==> config.mk <==
export PLATFORM = sky130hd
export DESIGN_NAME = alu_issue_seq_flat
export DESIGN_NICKNAME = d
export VERILOG_FILES = /design/src/rtl/alu_issue_seq_if.sv /design/src/rtl/alu_issue_seq.sv /design/src/flat_wrapper.sv
export SDC_FILE = /design/constraint.sdc
export NUM_CORES = 1
export LEC_CHECK = 0
export BUFFER_PORTS_ARGS = -buffer_cell sky130_fd_sc_hd__buf_4
export CAP_MARGIN = 20
export CORE_MARGIN = 2
export CORE_UTILIZATION = 50
export CTS_CLUSTER_SIZE = 14
export DETAILED_ROUTE_END_ITERATION = 10
export GPL_ROUTABILITY_DRIVEN = 0
export HOLD_SLACK_MARGIN = 0.15
export PLACE_DENSITY = 0.9
export SETUP_SLACK_MARGIN = 0.2
export SYNTH_ARGS = -nofsm -noshare
export SYNTH_HDL_FRONTEND = slang
export SYNTH_SLANG_ARGS = --single-unit
==> constraint.sdc <==
create_clock -name clk -period 2.8 [get_ports clk]
set_input_delay 0.84 -clock clk [delete_from_list [all_inputs] [get_ports clk]]
set_output_delay 0.84 -clock clk [all_outputs]
set_load 0.02 [all_outputs]
==> src/rtl/alu_issue_seq_if.sv <==
// Handshake and ALU drive/capture bundle for alu_issue_seq.
// slave is the sequencer; master is the decoder/consumer/ALU side.
interface alu_issue_seq_if #(
  parameter int WIDTH = 16,
  parameter int FLAGW = 5
);
  logic             req_valid;
  logic             req_ready;
  logic [7:0]       req_op;
  logic [WIDTH-1:0] req_a;
  logic [WIDTH-1:0] req_b;

  logic [WIDTH-1:0] alu_a;
  logic [WIDTH-1:0] alu_b;
  logic [7:0]       alu_opcode;
  logic             alu_cin;
  logic [WIDTH-1:0] alu_c;
  logic [FLAGW-1:0] alu_flags;

  logic             resp_valid;
  logic             resp_ready;
  logic [WIDTH-1:0] resp_c;
  logic             resp_err;
  logic [FLAGW-1:0] psr;

  modport slave (
    input  req_valid, req_op, req_a, req_b, alu_c, alu_flags, resp_ready,
    output req_ready, alu_a, alu_b, alu_opcode, alu_cin,
           resp_valid, resp_c, resp_err, psr
  );

  modport master (
    output req_valid, req_op, req_a, req_b, alu_c, alu_flags, resp_ready,
    input  req_ready, alu_a, alu_b, alu_opcode, alu_cin,
           resp_valid, resp_c, resp_err, psr
  );
endinterface

==> src/rtl/alu_issue_seq.sv <==
// Issue/capture sequencer between the instruction decoder and the combinational ALU.
// Define ALU_OUT_REG_EN to register the ALU outputs for one extra cycle (EXEC2) before capture.
module alu_issue_seq #(
  parameter int WIDTH = 16,
  parameter int FLAGW = 5
) (
  input logic            clk,
  input logic            reset_n,
  alu_issue_seq_if.slave bus
);
  localparam int CARRY = 3;

`ifdef ALU_OUT_REG_EN
  typedef enum logic [1:0] {IDLE, EXEC, EXEC2, RESP} state_t;
`else
  typedef enum logic [1:0] {IDLE, EXEC, RESP} state_t;
`endif

  state_t           state;
  logic             req_ready_q;
  logic             resp_valid_q;
  logic             resp_err_q;
  logic             alu_cin_q;
  logic [WIDTH-1:0] alu_a_q;
  logic [WIDTH-1:0] alu_b_q;
  logic [WIDTH-1:0] resp_c_q;
  logic [7:0]       alu_opcode_q;
  logic [FLAGW-1:0] psr_q;

  logic [7:0]       imm8;
  logic [WIDTH-1:0] sext_imm;
  logic [WIDTH-1:0] zext_imm;
  logic [7:0]       dec_op;
  logic [WIDTH-1:0] dec_b;
  logic             dec_err;
  logic [WIDTH-1:0] cap_c;
  logic [FLAGW-1:0] cap_flags;

`ifdef ALU_OUT_REG_EN
  logic [WIDTH-1:0] c_q;
  logic [FLAGW-1:0] flags_q;
  assign cap_c     = c_q;
  assign cap_flags = flags_q;
`else
  assign cap_c     = bus.alu_c;
  assign cap_flags = bus.alu_flags;
`endif

  // Immediate forms carry imm8 split across the opcode low nibble and req_b[3:0].
  assign imm8     = {bus.req_op[3:0], bus.req_b[3:0]};
  assign sext_imm = {{(WIDTH-8){imm8[7]}}, imm8};
  assign zext_imm = {{(WIDTH-8){1'b0}}, imm8};

  always_comb begin
    dec_op  = bus.req_op;
    dec_b   = bus.req_b;
    dec_err = 1'b0;
    case (bus.req_op[7:4])
      4'h0: begin
        case (bus.req_op[3:0])
          4'h1, 4'h2, 4'h3, 4'h4, 4'h5, 4'h6, 4'h7, 4'h8, 4'h9, 4'hB, 4'hF: ;
          default: dec_err = 1'b1;
        endcase
      end
      4'h8: begin
        case (bus.req_op[3:0])
          4'h0, 4'h1, 4'h4: ;
          default: dec_err = 1'b1;
        endcase
      end
      4'h5: begin dec_op = 8'h05; dec_b = sext_imm; end
      4'h6: begin dec_op = 8'h06; dec_b = zext_imm; end
      4'h7: begin dec_op = 8'h07; dec_b = sext_imm; end
      4'h9: begin dec_op = 8'h09; dec_b = sext_imm; end
      4'hB: begin dec_op = 8'h0B; dec_b = sext_imm; end
      default: dec_err = 1'b1;
    endcase
    if (dec_err) dec_op = 8'h00;
  end

  always_ff @(posedge clk or negedge reset_n) begin
    if (!reset_n) begin
      state        <= IDLE;
      req_ready_q  <= 1'b1;
      resp_valid_q <= 1'b0;
      resp_c_q     <= '0;
      resp_err_q   <= 1'b0;
      psr_q        <= '0;
      alu_a_q      <= '0;
      alu_b_q      <= '0;
      alu_opcode_q <= '0;
      alu_cin_q    <= 1'b0;
`ifdef ALU_OUT_REG_EN
      c_q          <= '0;
      flags_q      <= '0;
`endif
    end else begin
      case (state)
        IDLE: begin
          if (bus.req_valid) begin
            alu_a_q      <= bus.req_a;
            alu_b_q      <= dec_b;
            alu_opcode_q <= dec_op;
            alu_cin_q    <= psr_q[CARRY];
            resp_err_q   <= dec_err;
            req_ready_q  <= 1'b0;
            state        <= EXEC;
          end
        end
`ifdef ALU_OUT_REG_EN
        EXEC: begin
          c_q     <= bus.alu_c;
          flags_q <= bus.alu_flags;
          state   <= EXEC2;
        end
        EXEC2: begin
`else
        EXEC: begin
`endif
          // Undefined requests report zero and leave the carry chain untouched.
          resp_c_q     <= resp_err_q ? '0 : cap_c;
          if (!resp_err_q) psr_q <= cap_flags;
          resp_valid_q <= 1'b1;
          state        <= RESP;
        end
        RESP: begin
          if (bus.resp_ready) begin
            resp_valid_q <= 1'b0;
            req_ready_q  <= 1'b1;
            state        <= IDLE;
          end
        end
        default: state <= IDLE;
      endcase
    end
  end

  assign bus.req_ready  = req_ready_q;
  assign bus.resp_valid = resp_valid_q;
  assign bus.resp_c     = resp_c_q;
  assign bus.resp_err   = resp_err_q;
  assign bus.psr        = psr_q;
  assign bus.alu_a      = alu_a_q;
  assign bus.alu_b      = alu_b_q;
  assign bus.alu_opcode = alu_opcode_q;
  assign bus.alu_cin    = alu_cin_q;
endmodule

==> src/flat_wrapper.sv <==
// flat-port wrapper written by rule: the top's interface ports become plain ports
module alu_issue_seq_flat 
#(
  parameter int WIDTH = 16,
  parameter int FLAGW = 5
)
  (clk, reset_n, bus_req_valid, bus_req_op, bus_req_a, bus_req_b, bus_alu_c, bus_alu_flags, bus_resp_ready, bus_req_ready, bus_alu_a, bus_alu_b, bus_alu_opcode, bus_alu_cin, bus_resp_valid, bus_resp_c, bus_resp_err, bus_psr);
  alu_issue_seq_if #(.WIDTH(WIDTH), .FLAGW(FLAGW)) bus_i ();
  input logic clk;
  input logic reset_n;
  input wire logic [$bits(bus_i.req_valid)-1:0] bus_req_valid;
  input wire logic [$bits(bus_i.req_op)-1:0] bus_req_op;
  input wire logic [$bits(bus_i.req_a)-1:0] bus_req_a;
  input wire logic [$bits(bus_i.req_b)-1:0] bus_req_b;
  input wire logic [$bits(bus_i.alu_c)-1:0] bus_alu_c;
  input wire logic [$bits(bus_i.alu_flags)-1:0] bus_alu_flags;
  input wire logic [$bits(bus_i.resp_ready)-1:0] bus_resp_ready;
  output wire logic [$bits(bus_i.req_ready)-1:0] bus_req_ready;
  output wire logic [$bits(bus_i.alu_a)-1:0] bus_alu_a;
  output wire logic [$bits(bus_i.alu_b)-1:0] bus_alu_b;
  output wire logic [$bits(bus_i.alu_opcode)-1:0] bus_alu_opcode;
  output wire logic [$bits(bus_i.alu_cin)-1:0] bus_alu_cin;
  output wire logic [$bits(bus_i.resp_valid)-1:0] bus_resp_valid;
  output wire logic [$bits(bus_i.resp_c)-1:0] bus_resp_c;
  output wire logic [$bits(bus_i.resp_err)-1:0] bus_resp_err;
  output wire logic [$bits(bus_i.psr)-1:0] bus_psr;
  assign bus_i.req_valid = bus_req_valid;
  assign bus_i.req_op = bus_req_op;
  assign bus_i.req_a = bus_req_a;
  assign bus_i.req_b = bus_req_b;
  assign bus_i.alu_c = bus_alu_c;
  assign bus_i.alu_flags = bus_alu_flags;
  assign bus_i.resp_ready = bus_resp_ready;
  assign bus_req_ready = bus_i.req_ready;
  assign bus_alu_a = bus_i.alu_a;
  assign bus_alu_b = bus_i.alu_b;
  assign bus_alu_opcode = bus_i.alu_opcode;
  assign bus_alu_cin = bus_i.alu_cin;
  assign bus_resp_valid = bus_i.resp_valid;
  assign bus_resp_c = bus_i.resp_c;
  assign bus_resp_err = bus_i.resp_err;
  assign bus_psr = bus_i.psr;
  alu_issue_seq #(.WIDTH(WIDTH), .FLAGW(FLAGW)) u_core (.clk(clk), .reset_n(reset_n), .bus(bus_i));
endmodule
==> results.json, run 1 <==
{
  "drt-initial-drc-count": 98,
  "path_delay_family": "flip-flops",
  "wl_per_cell_um": 13.7,
  "fin_util_pct": 72.8,
  "syn_area_per_cell_um2": 9.69,
  "dpl.hpwl_um": 4960,
  "final_area_um2": 4010,
  "firstDrtPassIters": 6,
  "cp.required_ns": 1.96,
  "cts_tree": "built",
  "crit_path_end_kind": "primary output",
  "first_global_vias": 2470,
  "power.total_mw": 4.32,
  "numClockSinks": 67,
  "p_int_mw": 2.58,
  "yosysWarnings": 0,
  "clk_path_buf_depth": 2,
  "cts_max_level": 3,
  "async_reset_ff_share_pct": 100,
  "final_hold_viol_count": 0,
  "start_util_pct": 51.8,
  "rsz0062_at_grt": "no",
  "crit_arrival_ns": 1.19,
  "antenna_found_initial": 0,
  "crit_buf_inv": 1,
  "dp_cells": 482,
  "pwr-share-comb_pct": 46.0,
  "p_seq_share_pct": 38.6,
  "nets": 486,
  "clock_skew_ns": 0.00515,
  "place_ws_ns": 0.664,
  "io_buffers": 129,
  "drc": 0,
  "ys_seq_area_share_pct": 58.9,
  "finalSetupViolCount": 0,
  "fin_hold_ws_ns": 0.475,
  "via_per_inst": 5.03,
  "syn2layout_area_growth_pct": 40.7,
  "synth_ff_type": "dfrtp_1",
  "clkLatencyLatePin_ns": 0.33,
  "synth_area_um2": 2850,
  "fmax_ghz": 0.492,
  "fin_cells": 497,
  "ys_ff_latch": 67,
  "max-vdd-ir-drop_v": 0.000558,
  "min_path_type": "reg -> reg",
  "synth_nets": 359,
  "fin_setup_tns_ns": 0,
  "maxSlewViolCount": 0,
  "wl_um": 6790,
  "synthCells": 294,
  "clkSlewWorstSetupHoldPaths_ns": 0.06,
  "post_cts_buffers": 0,
  "power_density_nw_per_um2": 1080,
  "cp_slowest_cell": "dfrtp_1",
  "die_height_um": 79.5,
  "setup_slack_ns": 0.770,
  "max_stage_delay_ns": 0.63,
  "p_switching_mw": 1.74,
  "grt_pass1_wl_um": 11000,
  "die-area_um2": 6320,
  "p_sw_share_pct": 40.2,
  "cts_buffers": 9,
  "ioPinCount": 130,
  "fill_cells": 431,
  "fin_crit_ns": 2.03,
  "grt_usage_pct": 22.7,
  "rows": 27,
  "cts_resized": 0,
  "tightest_slew_ns": 0.814,
  "cap_violations": 0,
  "power_leakage_nw": 2.08,
  "clockPowerShare_pct": 15.5,
  "grt_max_degree": 68,
  "placed_area_um2": 3850,
  "regArea_um2": 1680,
  "crit_type": "reg -> out",
  "period_share_pct": 72.5,
  "multi_input_area_um2": 1070,
  "outcome": "finished, final reports clean",
  "crit_path_start_kind": "flop",
  "cp_cell_sequence": "buf_4",
  "core_um2": 5510,
  "relSlewSlack_pct": 45.8,
  "synth-edff-count": 0,
  "cts_hold_buffers": 0,
  "grt_overflow": 0,
  "vias": 2501,
  "chipWidth_um": 79.5,
  "root_buffer": "clkbuf_8",
  "drive_above_1_share_pct": 37.2,
  "cp_max_fo": 19,
  "n_antenna_cell": 0,
  "postRouteAntennaNets": 0,
  "ys_types": 38
}
==> registers in the layout (all words and copies together), names as in the netlist <==
signal and count:
u_core.bus.alu_a 16, u_core.bus.alu_b 16, u_core.bus.alu_cin 1, u_core.bus.alu_opcode 8, u_core.bus.psr 5, u_core.bus.req_ready 1
u_core.bus.resp_c 16, u_core.bus.resp_err 1, u_core.bus.resp_valid 1, u_core.state 2
==> cells in the mapped netlist (all sizes together) (2+ instances only) <==
| master | n | share of area [%] |
|---|---|---|
| nand2 | 98 | 13 |
| dfrtp | 66 | 58 |
| o21ai | 24 | 4.2 |
| nand2b | 18 | 4.0 |
| nor2 | 14 | 1.8 |
| a21oi | 13 | 2.4 |
| buf | 11 | 2.2 |
| mux2i | 6 | 2.5 |
| clkbuf | 5 | 0.66 |
| inv | 5 | 0.66 |
| mux2 | 5 | 2.0 |
| o31ai | 5 | 1.3 |
| and2 | 3 | 0.66 |
| nor2b | 3 | 0.75 |
| a31oi | 2 | 0.66 |
| o22ai | 2 | 0.44 |
==> area by class of cell <==
cell class / instances / area share, %
clock inverter: 3 / 0.374
sequential: 67 / 41.8
inverter: 5 / 0.468
timing repair buffer: 132 / 24.7
multi-input combinational: 206 / 26.7
clock buffer: 12 / 3.62
tap: 72 / 2.25
==> cells in the final DEF (no fill, tap or decap), drive strengths merged <==
master / netlist / routed
nor2b: 3 / 3
and2: 3 / 3
dfrtp: 66 / 66
o21ai: 24 / 24
a21boi: 1 / 1
nor2: 14 / 14
clkinv: 0 / 3
or3: 1 / 1
clkbuf: 5 / 12
o31ai: 5 / 5
xor2: 1 / 1
mux2i: 6 / 6
inv: 5 / 5
a21oi: 13 / 13
a221oi: 1 / 1
a22o: 1 / 1
a31oi: 2 / 2
and2b: 1 / 1
buf: 11 / 132
a211oi: 1 / 1
nor4: 1 / 1
mux2: 5 / 5
nand3: 1 / 1
dfstp: 1 / 1
o21a: 1 / 1
nand2b: 18 / 18
nand2: 98 / 98
a21o: 1 / 1
or2: 1 / 1
o22a: 1 / 1
o22ai: 2 / 2
==> power by group through the flow <==
stage	Combinational (mW)	Sequential (mW)	Clock [mW]
floorplan	0.611	2.15	0
global placement	1.96	1.66	0
detailed placement	2.00	1.68	0
CTS	2.01	1.67	0.680
global route	2.16	1.72	0.739
finish	1.99	1.67	0.668
==> logic make-up (layout without fill, tap and decap cells) <==
logic type / Yosys count / in the layout / synth area share (%)
mux: 11 / 11 / 4.52
flops: 67 / 67 / 58.9
xor+xnor: 1 / 1 / 0.307
simple gates: 141 / 141 / 21.4
buf+inv: 21 / 152 / 3.51
compound gates: 53 / 53 / 11.4
==> worst paths after layout <==
path                                     startpoint              endpoint  slack (ns)  cells after the start
worst max-delay path            u_core.bus.resp_err          bus_resp_err        0.77                      1
worst max register to register      u_core.state[0]  u_core.bus.alu_b[13]        1.14                      5
worst min register to register  u_core.bus.alu_a[3]   u_core.bus.alu_a[3]        0.48                      2
worst min-delay path            u_core.bus.alu_a[3]   u_core.bus.alu_a[3]        0.48                      2
min in group asynchronous                   reset_n  u_core.bus.resp_c[1]        0.61                      1
max in group asynchronous                   reset_n   u_core.bus.alu_a[5]        1.67                      1
==> metal layers <==
layer / vias up / GRT usage (%) / part of all wire, %
met5: - / 0 / 0
met4: 0 / 8.45 / 1.1
met3: 9 / 7.81 / 9.5
met2: 113 / 38.0 / 49
met1: 1170 / 27.0 / 41
li1: 1209 / - / -
Note: power is estimated with default switching activity, not from simulation.
==> run 2: changes to the inputs <==
--- a/config.mk
+++ b/config.mk
@@ -8,12 +8,12 @@
 export BUFFER_PORTS_ARGS = -buffer_cell sky130_fd_sc_hd__buf_4
 export CAP_MARGIN = 20
 export CORE_MARGIN = 2
-export CORE_UTILIZATION = 50
+export CORE_UTILIZATION = 47
 export CTS_CLUSTER_SIZE = 14
 export DETAILED_ROUTE_END_ITERATION = 10
 export GPL_ROUTABILITY_DRIVEN = 0
 export HOLD_SLACK_MARGIN = 0.15
-export PLACE_DENSITY = 0.9
+export PLACE_DENSITY = 0.85
 export SETUP_SLACK_MARGIN = 0.2
 export SYNTH_ARGS = -nofsm -noshare
 export SYNTH_HDL_FRONTEND = slang
==> constraint.sdc (replaced) <==
create_clock -name clk -period 2.1 [get_ports clk]
set_input_delay 0.63 -clock clk [delete_from_list [all_inputs] [get_ports clk]]
set_output_delay 0.63 -clock clk [all_outputs]
set_load 0.02 [all_outputs]
==> run 2 against run 1 <==
Net effect: global-route usage is 1.0 points lower; via count increased by 0.40%; clock power is 72% higher; combinational power is 33% higher; core utilization fell by 3.2 points; critical path type unchanged; critical endpoint unchanged; largest cell class unchanged.
==> results.json, run 2 (same netlist as run 1, synthesis figures left out) <==
{
  "post_cts_buffers": 0,
  "fin_setup_tns_ns": 0,
  "dpl.hpwl_um": 5120,
  "met1_usage_pct": 28.2,
  "crit_path_end_kind": "primary output",
  "root_buffer": "clkbuf_8",
  "clk_path_buf_depth": 2,
  "nets": 488,
  "grt_usage_pct": 21.7,
  "chipWidth_um": 81.9,
  "clkLatencyLatePin_ns": 0.34,
  "maxSlewViolCount": 0,
  "crit_type": "reg -> out",
  "final_common_cell": "buf_4",
  "timing.rr.end": "u_core.bus.alu_b[14]",
  "power_density_nw_per_um2": 1480,
  "wl_um": 7060,
  "top_usage_layer": "met2",
  "use_met2_pct": 35.0,
  "final_hold_viol_count": 0,
  "r2r-start": "u_core.state[0]",
  "finalSetupViolCount": 0,
  "first_global_vias": 2370,
  "vias": 2511,
  "rsz0062_at_grt": "no",
  "clockPowerShare_pct": 19.0,
  "path_delay_family": "flip-flops",
  "cts_resized": 0,
  "place_ws_ns": 0.200,
  "max-vdd-ir-drop_v": 0.000890,
  "regArea_um2": 1680,
  "numClockSinks": 67,
  "antenna_found_initial": 0,
  "grt_overflow": 0,
  "crit_buf_inv": 1,
  "r2r_slack_ns": 0.42,
  "core_um2": 5890,
  "wl_per_cell_um": 14.0,
  "p_switching_mw": 2.39,
  "endpoint": "bus_resp_err",
  "relSlewSlack_pct": 65.8,
  "fmax_ghz": 0.584,
  "cts_buffers": 9,
  "cap_violations": 0,
  "max_stage_delay_ns": 0.54,
  "drt-initial-drc-count": 82,
  "clock_skew_ns": 0.00617,
  "grt_max_degree": 40,
  "crit_path_start_kind": "flop",
  "io_buffers": 129,
  "setup_slack_ns": 0.387,
  "rows": 28,
  "clkSlewWorstSetupHoldPaths_ns": 0.07,
  "pwr-share-comb_pct": 43.8,
  "firstDrtPassIters": 4,
  "cts_tree": "built",
  "syn2layout_area_growth_pct": 43.8,
  "n_antenna_cell": 0,
  "period_share_pct": 81.5,
  "setup.worst_path.start": "u_core.bus.resp_err",
  "grtUsageMet3_pct": 4.62,
  "reg2reg_depth": 5,
  "fin_crit_ns": 1.71,
  "cp.required_ns": 1.47,
  "outcome": "finished, final reports clean",
  "final_cell_mix": "buf_4, nand2_1, dfrtp_1, o21ai_0, nand2b_1",
  "power_leakage_nw": 2.11,
  "grt_pass1_wl_um": 11000,
  "cp_slowest_cell": "dfrtp_2",
  "p_int_mw": 3.66,
  "cp_cell_sequence": "buf_4",
  "die-area_um2": 6700,
  "multi_input_area_um2": 1070,
  "drc": 0,
  "path_depth": 1,
  "via_per_inst": 4.99,
  "fill_cells": 469,
  "min_path_type": "in -> async",
  "crit_arrival_ns": 1.08,
  "cp_max_fo": 19,
  "drive_above_1_share_pct": 38.3,
  "postRouteAntennaNets": 0,
  "die_height_um": 81.9,
  "start_util_pct": 48.4,
  "p_sw_share_pct": 39.5,
  "ioPinCount": 130,
  "tightest_slew_ns": 0.512,
  "p_seq_share_pct": 37.1,
  "cts_max_level": 3,
  "cts_hold_buffers": 0
}
-- run 2: layout make-up --
type / count / area share, %
tap: 75 / 2.29
timing repair buffer: 134 / 24.8
inverter: 5 / 0.458
sequential: 67 / 41.0
clock buffer: 9 / 3.02
multi-input combinational: 206 / 26.2
clock inverter: 7 / 2.26
-- run 2: layer usage --
metal	up-vias	wire, um	share of wire, %
met1	1191	3030	43
met2	97	3400	48
met4	0	112	1.6
met5	-	0	0
met3	13	528	7.5
li1	1210	-	-
-- run 2: through the flow --
stage          instance area (um^2)  cells  utilization (%)  hold WS, ns  power, mW
2_1_floorplan                  2850    294                -        0.334       3.68
3_3_place_gp                   3880    487             65.9        0.460       4.83
3_5_place_dp                   3880    487             65.9        0.465       4.93
4_1_cts                        4100    503             69.6        0.215       6.10
5_1_grt                        4100    503             69.6        0.233       6.42
6_report                       4100    503             69.6        0.207       6.05
-- run 2: power groups by stage --
stage,combinational [mW],sequential (mW),clock (mW)
2_1_floorplan,0.814,2.86,0
3_3_place_gp,2.60,2.23,0
3_5_place_dp,2.68,2.25,0
4_1_cts,2.69,2.24,1.17
5_1_grt,2.88,2.31,1.23
6_report,2.65,2.25,1.15
-- run 2: worst min path at each step --
stage                             from              endpoint  slack, ns  cells after the start
floorplan                      reset_n   u_core.bus.alu_a[0]       0.33                      0
global placement    u_core.bus.alu_cin    u_core.bus.alu_cin       0.46                      2
detailed placement  u_core.bus.alu_cin    u_core.bus.alu_cin       0.46                      2
CTS                            reset_n  u_core.bus.resp_c[2]       0.21                      1
global route                   reset_n  u_core.bus.resp_c[2]       0.23                      1
finish                         reset_n  u_core.bus.resp_c[2]       0.21                      1
